`config.mk`:
```
export PLATFORM = sky130hd
export DESIGN_NAME = dsp_mode_controller
export DESIGN_NICKNAME = d
export VERILOG_FILES = /design/src/rtl/dsp_ctrl_pkg.sv /design/src/rtl/gain_ramp_scaler.sv /design/src/rtl/dsp_mode_controller.sv
export SDC_FILE = /design/constraint.sdc
export NUM_CORES = 1
export LEC_CHECK = 0
export CAP_MARGIN = 10
export CORE_UTILIZATION = 27
export CTS_CLUSTER_SIZE = 8
export DETAILED_ROUTE_END_ITERATION = 8
export MAX_ROUTING_LAYER = met4
export PLACE_DENSITY = 0.72
export SYNTH_ARGS = -nofsm -noshare
export SYNTH_HDL_FRONTEND = slang
export SYNTH_SLANG_ARGS = --single-unit
```
`constraint.sdc`:
```
create_clock -name sample_clock -period 0.8 [get_ports sample_clock]
set_input_delay 0.16 -clock sample_clock [delete_from_list [all_inputs] [get_ports sample_clock]]
set_output_delay 0.16 -clock sample_clock [all_outputs]
set_load 0.005 [all_outputs]
```
`src/rtl/dsp_ctrl_pkg.sv`:
```
// Shared types and constants for the DSP mode controller.
package dsp_ctrl_pkg;

  // Width of one audio sample on both the DSP and codec sides.
  localparam int SAMPLE_W = 16;

  // Values driven on the DSP subsystem selector.
  localparam logic [1:0] MODE_BYPASS = 2'b00;
  localparam logic [1:0] MODE_FIR    = 2'b01;
  localparam logic [1:0] MODE_ECHO   = 2'b10;

  // Mode-switch sequencer states.
  typedef enum logic [1:0] {
    ST_IDLE     = 2'b00,
    ST_FADE_OUT = 2'b01,
    ST_SETTLE   = 2'b10,
    ST_FADE_IN  = 2'b11
  } state_t;

endpackage

```
`src/rtl/gain_ramp_scaler.sv`:
```
// Applies the fade gain g/L to one sample per clock and registers the result.
// Unity gain (g = L) passes the sample straight through.
module gain_ramp_scaler
  import dsp_ctrl_pkg::*;
#(
  parameter int RAMP_LOG2 = 4
) (
  input  logic                  sample_clock,
  input  logic                  reset,
  input  logic [SAMPLE_W-1:0]   sample,
  input  logic [RAMP_LOG2:0]    g,
  output logic [SAMPLE_W-1:0]   line_sample
);

  localparam int                PROD_W = SAMPLE_W + 1 + RAMP_LOG2;
  localparam int                G_W    = RAMP_LOG2 + 1;
  localparam logic [G_W-1:0]    G_FULL = G_W'(1'b1) << RAMP_LOG2;

  logic signed [PROD_W-1:0] sample_ext;
  logic signed [PROD_W-1:0] gain_ext;
  logic signed [PROD_W-1:0] product;
  logic [SAMPLE_W-1:0]      scaled;

  // Signed multiply by g, then arithmetic shift (rounds toward minus infinity).
  always_comb begin
    sample_ext = {{(PROD_W - SAMPLE_W){sample[SAMPLE_W-1]}}, sample};
    gain_ext   = {{(PROD_W - G_W){1'b0}}, g};
    product    = sample_ext * gain_ext;
    if (g == G_FULL) begin
      scaled = sample;
    end else begin
      scaled = SAMPLE_W'(product >>> RAMP_LOG2);
    end
  end

  // Output register toward the codec.
  always_ff @(posedge sample_clock or negedge reset) begin
    if (!reset) begin
      line_sample <= {SAMPLE_W{1'b0}};
    end else begin
      line_sample <= scaled;
    end
  end

endmodule

```
`src/rtl/dsp_mode_controller.sv`:
```
// Sequences DSP mode changes: fade out, switch selector, let the FIR/echo
// pipelines flush while muted, fade back in.
// Build option: define DSP_MODE_CTRL_SOFT_SWITCH_EN for the faded switch;
// without it requests switch the selector immediately at unity gain.
module dsp_mode_controller
  import dsp_ctrl_pkg::*;
#(
  parameter int RAMP_LOG2      = 4,
  parameter int SETTLE_SAMPLES = 16
) (
  input  logic        sample_clock,
  input  logic        reset,
  input  logic        mode_req,
  input  logic [1:0]  mode_sel,
  input  logic [15:0] dsp_sample,
  output logic [1:0]  selector,
  output logic [15:0] line_sample,
  output logic        busy
);

  localparam int             G_W    = RAMP_LOG2 + 1;
  localparam logic [G_W-1:0] G_FULL = G_W'(1'b1) << RAMP_LOG2;

  logic [G_W-1:0] g;
  logic [1:0]     selector_next;

`ifdef DSP_MODE_CTRL_SOFT_SWITCH_EN
  localparam int               CNT_W       = (SETTLE_SAMPLES > 1) ? $clog2(SETTLE_SAMPLES) : 1;
  localparam logic [CNT_W-1:0] SETTLE_LOAD = CNT_W'(SETTLE_SAMPLES - 1);
  localparam logic [CNT_W-1:0] CNT_ZERO    = CNT_W'(1'b0);
  localparam logic [CNT_W-1:0] CNT_ONE     = CNT_W'(1'b1);
  localparam logic [G_W-1:0]   G_ZERO      = G_W'(1'b0);
  localparam logic [G_W-1:0]   G_ONE       = G_W'(1'b1);
  localparam logic [G_W-1:0]   G_LAST      = G_FULL - G_ONE;

  state_t          state;
  state_t          next_state;
  logic [G_W-1:0]  g_next;
  logic [1:0]      target;
  logic [1:0]      target_next;
  logic [CNT_W-1:0] settle_cnt;
  logic [CNT_W-1:0] settle_cnt_next;
  logic            pend_valid;
  logic            pend_valid_next;
  logic [1:0]      pend_sel;
  logic [1:0]      pend_sel_next;
  logic            live_req;
  logic            pend_ready;
  logic            start_switch;
  logic [1:0]      start_sel;

  // Request qualification. A pending entry is only looked at once busy has
  // dropped, i.e. one full idle cycle after the fade-in completes.
  always_comb begin
    live_req     = mode_req && (mode_sel != selector);
    pend_ready   = !mode_req && pend_valid && !busy;
    start_switch = live_req || (pend_ready && (pend_sel != selector));
    if (mode_req) begin
      start_sel = mode_sel;
    end else begin
      start_sel = pend_sel;
    end
  end

  // State register.
  always_ff @(posedge sample_clock or negedge reset) begin
    if (!reset) begin
      state <= ST_IDLE;
    end else begin
      state <= next_state;
    end
  end

  // Next-state logic.
  always_comb begin
    next_state = state;
    case (state)
      ST_IDLE: begin
        if (start_switch) next_state = ST_FADE_OUT;
        else              next_state = ST_IDLE;
      end
      ST_FADE_OUT: begin
        if (g == G_ZERO) next_state = ST_SETTLE;
        else             next_state = ST_FADE_OUT;
      end
      ST_SETTLE: begin
        if (!live_req && (settle_cnt == CNT_ZERO)) next_state = ST_FADE_IN;
        else                                        next_state = ST_SETTLE;
      end
      ST_FADE_IN: begin
        if (g == G_LAST) next_state = ST_IDLE;
        else             next_state = ST_FADE_IN;
      end
      default: next_state = ST_IDLE;
    endcase
  end

  // Per-state updates of gain, selector, settle counter, target and pending slot.
  always_comb begin
    g_next          = g;
    target_next     = target;
    selector_next   = selector;
    settle_cnt_next = settle_cnt;
    pend_valid_next = pend_valid;
    pend_sel_next   = pend_sel;
    case (state)
      ST_IDLE: begin
        g_next = G_FULL;
        // Any live request discards the pending entry; otherwise it is consumed here.
        if (mode_req || pend_ready) begin
          pend_valid_next = 1'b0;
        end else begin
          pend_valid_next = pend_valid;
        end
        if (start_switch) begin
          target_next = start_sel;
        end else begin
          target_next = target;
        end
      end
      ST_FADE_OUT: begin
        if (mode_req) begin
          target_next = mode_sel;
        end else begin
          target_next = target;
        end
        if (g == G_ZERO) begin
          selector_next   = target_next;
          settle_cnt_next = SETTLE_LOAD;
        end else begin
          g_next = g - G_ONE;
        end
      end
      ST_SETTLE: begin
        g_next = G_ZERO;
        if (live_req) begin
          selector_next   = mode_sel;
          target_next     = mode_sel;
          settle_cnt_next = SETTLE_LOAD;
        end else if (settle_cnt != CNT_ZERO) begin
          settle_cnt_next = settle_cnt - CNT_ONE;
        end else begin
          g_next = G_ONE;
        end
      end
      ST_FADE_IN: begin
        g_next = g + G_ONE;
        if (mode_req) begin
          pend_valid_next = 1'b1;
          pend_sel_next   = mode_sel;
        end else begin
          pend_valid_next = pend_valid;
          pend_sel_next   = pend_sel;
        end
      end
      default: begin
        g_next = G_FULL;
      end
    endcase
  end

  // Datapath registers; busy mirrors the previous cycle's state.
  always_ff @(posedge sample_clock or negedge reset) begin
    if (!reset) begin
      g          <= G_FULL;
      target     <= MODE_BYPASS;
      settle_cnt <= CNT_ZERO;
      pend_valid <= 1'b0;
      pend_sel   <= MODE_BYPASS;
      busy       <= 1'b0;
    end else begin
      g          <= g_next;
      target     <= target_next;
      settle_cnt <= settle_cnt_next;
      pend_valid <= pend_valid_next;
      pend_sel   <= pend_sel_next;
      busy       <= (state != ST_IDLE);
    end
  end
`else
  // Hard switch: accepted requests retarget the subsystem on the next edge.
  always_comb begin
    if (mode_req) begin
      selector_next = mode_sel;
    end else begin
      selector_next = selector;
    end
  end

  assign g    = G_FULL;
  assign busy = 1'b0;
`endif

  // Selector register driven to the DSP subsystem.
  always_ff @(posedge sample_clock or negedge reset) begin
    if (!reset) begin
      selector <= MODE_BYPASS;
    end else begin
      selector <= selector_next;
    end
  end

  gain_ramp_scaler #(
    .RAMP_LOG2 (RAMP_LOG2)
  ) u_scaler (
    .sample_clock (sample_clock),
    .reset        (reset),
    .sample       (dsp_sample),
    .g            (g),
    .line_sample  (line_sample)
  );

endmodule

```
==> run summary <==
The run finished, with violations left. For the number of antenna-violating nets in the routed design, the log shows 0. The launching element of the worst setup path is u_scaler.line_sample[2].

The HPWL after detailed placement came out at 761.6 um. The first-pass GRT wire length is 1518 um, and the buffering stage count on the worst path with inverters included is 1. In the routed design, unresolved DRC markers number 0.

The tools report the post-place instance area as 907.1 um^2. The start-to-end type of the worst setup path is flop to primary output. The fraction of post-synthesis cell area in the top cell type by area was 0.9302.

Data on the critical path is required at its endpoint by 640 ps. The core occupancy in the finished layout was 0.5306; the overall power consumption was 1.585 mW. In the synthesized netlist, the cells that appear most often are 18 x sky130_fd_sc_hd__dfrtp_1, 2 x sky130_fd_sc_hd__mux2_2, 1 x sky130_fd_sc_hd__buf_4, 1 x sky130_fd_sc_hd__conb_1.

The per-cell via count in the routed design works out to 3.636. Hold repair after CTS inserted 0 buffers. Counting distinct cell types in the post-synthesis netlist gives 4. The run gives 0 ps as the clock skew.

The clock transition time at the flip-flop clock pins of the worst setup and hold paths came out at 90 ps. The root buffer selected by CTS was sky130_fd_sc_hd__clkbuf_4. The share of the yosys chip area belonging to registers is 0.9302.

Among all stages on the critical path, the largest delay is contributed by sky130_fd_sc_hd__dfrtp_1. The worst setup margin is -137.5 ps, and the quantity of I/O buffers inserted on ports is 38. Including well taps, the total number of placed cells is 84. The post-synthesis async set-or-reset flop share works out to 1.000. 40 I/O pins were placed. The number of nets in the layout came out at 87.

The final number of setup-violating endpoints is 19. The static leakage was 0.3994 nW; the post-synthesis net count was 43. The tools report the overall routed net length as 1001 um. The power density over the cells works out to 1874 nW/um^2. The worst hold path belongs to the class primary input to asynchronous set/reset pin. The cell with the most instances after synthesis was sky130_fd_sc_hd__dfrtp_1.

The tools report the global routing usage summed across all routing layers as 0.1167. The tools report the final number of max-transition violations as 0. The final reports fail on negative setup slack. In this run the worst setup path terminates at line_sample[2].

The clock period minus worst slack is 937.5 ps, and the area of the die is 1967 um^2. The finished cells cover 845.8 um^2. The maximum vdd drop is 1.080 mV. The routed layout has 320 vias.

STA puts the critical path data arrival time at 780 ps. The via count of the first global-routing pass was 327. Ranked by total cell area, the synthesized netlist is headed by sky130_fd_sc_hd__dfrtp_1 93%, sky130_fd_sc_hd__mux2_2 4.7%, sky130_fd_sc_hd__buf_4 1.6%. For the gate count of the mapped netlist, the log shows 22. The tools report the post-place setup slack as -320.5 ps. Max-cap violations in this run came to 0. The run gives 1 as the first-pass iteration count of the detailed router. After synthesis the cells add up to 484.2 um^2.

Routability-driven placement finished with a final weighted congestion of 0.5645. Static timing analysis puts the maximum clock frequency at 1.067 GHz. The starting utilization of the core area is 0.3038, and the logic depth of the worst setup path including buffers is 1. TritonCTS built the clock tree. Setup repair after global routing could not meet its margin everywhere.

The startpoint identified for the worst register-to-register timing path is selector[0]. The critical path endpoint category was a primary output. For the number of buffers on the longest clock path, the log shows 2. In this run the vertical extent of the chip is 44.35 um. The average wire length per cell after detail routing was 11.38 um. Terminus of the critical flop-to-flop path: selector[0]. The detailed router finished its first iteration with 0 violations. For flop-to-flop paths, the worst setup slack is -60 ps.

The cell family contributing the most delay on the critical path was flip-flops. The run gives 19 as the maximum number of pins on one net before global-route repair. The die width came out at 44.35 um. The synthesis-stage register bit count is 18, and the number of enable flip-flop cells after synthesis is 0. Fraction of the cycle the final worst path needs: 1.172. The total global routing overflow came out at 0. The number of placement rows came out at 14. The most used flip-flop cell after synthesis was sky130_fd_sc_hd__dfrtp_1. Dividing the synthesized area by the synthesized cell count gives 22.01 um^2. The number of cells on the worst reg-to-reg path came out at 2. The largest driver fanout on the critical path was 1; the initial antenna violation count was 0. Largest stage delay on the critical path: 370 ps. The type of element launching the critical path is a flop.

The Yosys step of the flow raised 0 warnings. Compared with the post-synthesis result, the final layout area differs by 74.68%. sky130_fd_sc_hd__dfrtp_1 takes more of the synthesized area than any other cell. Counting every sink on the clock net gives 18. For the count of final hold-check violations, the log shows 0. Counting the buffers created by CTS gives 3. The level count of the clock H-tree is 1, and the clock insertion delay at the later pin of the skew report is 270 ps.

The run gives -2319 ps as the accumulated negative setup slack. The fraction of final layout cells sized beyond drive strength 1 was 0.3906. The finished layout holds 88 standard cells, fillers aside. The critical path goes through buf_2. Final hold analysis gives a worst-case slack of 215.3 ps.

The core region is 1594 um^2. The number of antenna diodes in the final layout is 0.
==> area by class of cell <==
cell class	instances	area, um^2
Tap cell	24	30.03
Fill cell	131	748.2
Clock buffer	3	22.52
Sequential cell	18	450.4
Multi-Input combinational cell	3	26.28
Timing Repair Buffer	40	316.6
==> worst min-delay path by stage <==
stage                                     endpoint  slack, ps
after floorplan                        selector[0]       -140
after global placement                 selector[0]        490
after detailed placement               selector[1]        490
after CTS                 u_scaler.line_sample[15]        210
after global routing                   selector[1]        190
final                      u_scaler.line_sample[5]        220
==> metal layers <==
layer	up-vias	track usage	routed length [um]
met1	154	0.1367	400
met3	0	0.02857	53
li1	150	-	-
met4	0	0.07273	0
met5	-	-	0
met2	16	0.1794	546
==> what timing repair did <==
item	in CTS	in global routing
buffers inserted	1	0
gates cloned	0	0
setup endpoints to repair	20	19
gates resized for setup	73	0
==> cells by family after synthesis <==
group / after synthesis / share of synthesized area
flops: 18 / 0.9302
mux: 2 / 0.04651
buf+inv: 1 / 0.01551
other cells: 1 / 0.007745
==> placed cells by master, fill, tap and decap left out, drive strengths merged <==
| master | count |
|---|---|
| dlygate4sd2 | 1 |
| dfrtp | 18 |
| buf | 20 |
| clkdlybuf4s50 | 19 |
| mux2 | 2 |
| conb | 1 |
| clkbuf | 3 |
==> registers in the layout, indices dropped and copies added, names as in the netlist <==
register              flops
u_scaler.line_sample     16
selector                  2
==> where the power goes <==
part           switching, mW  internal, mW
Combinational         0.0615         0.140
Sequential            0.0124         0.959
Clock                  0.238         0.174
==> worst register-to-register path, delay by kind of cell (launching register included) <==
kind     cells  cell delay [ps]
flops        1              380
mux          1              250
buf+inv      1              130
Note: power is estimated with default switching activity, not from simulation.
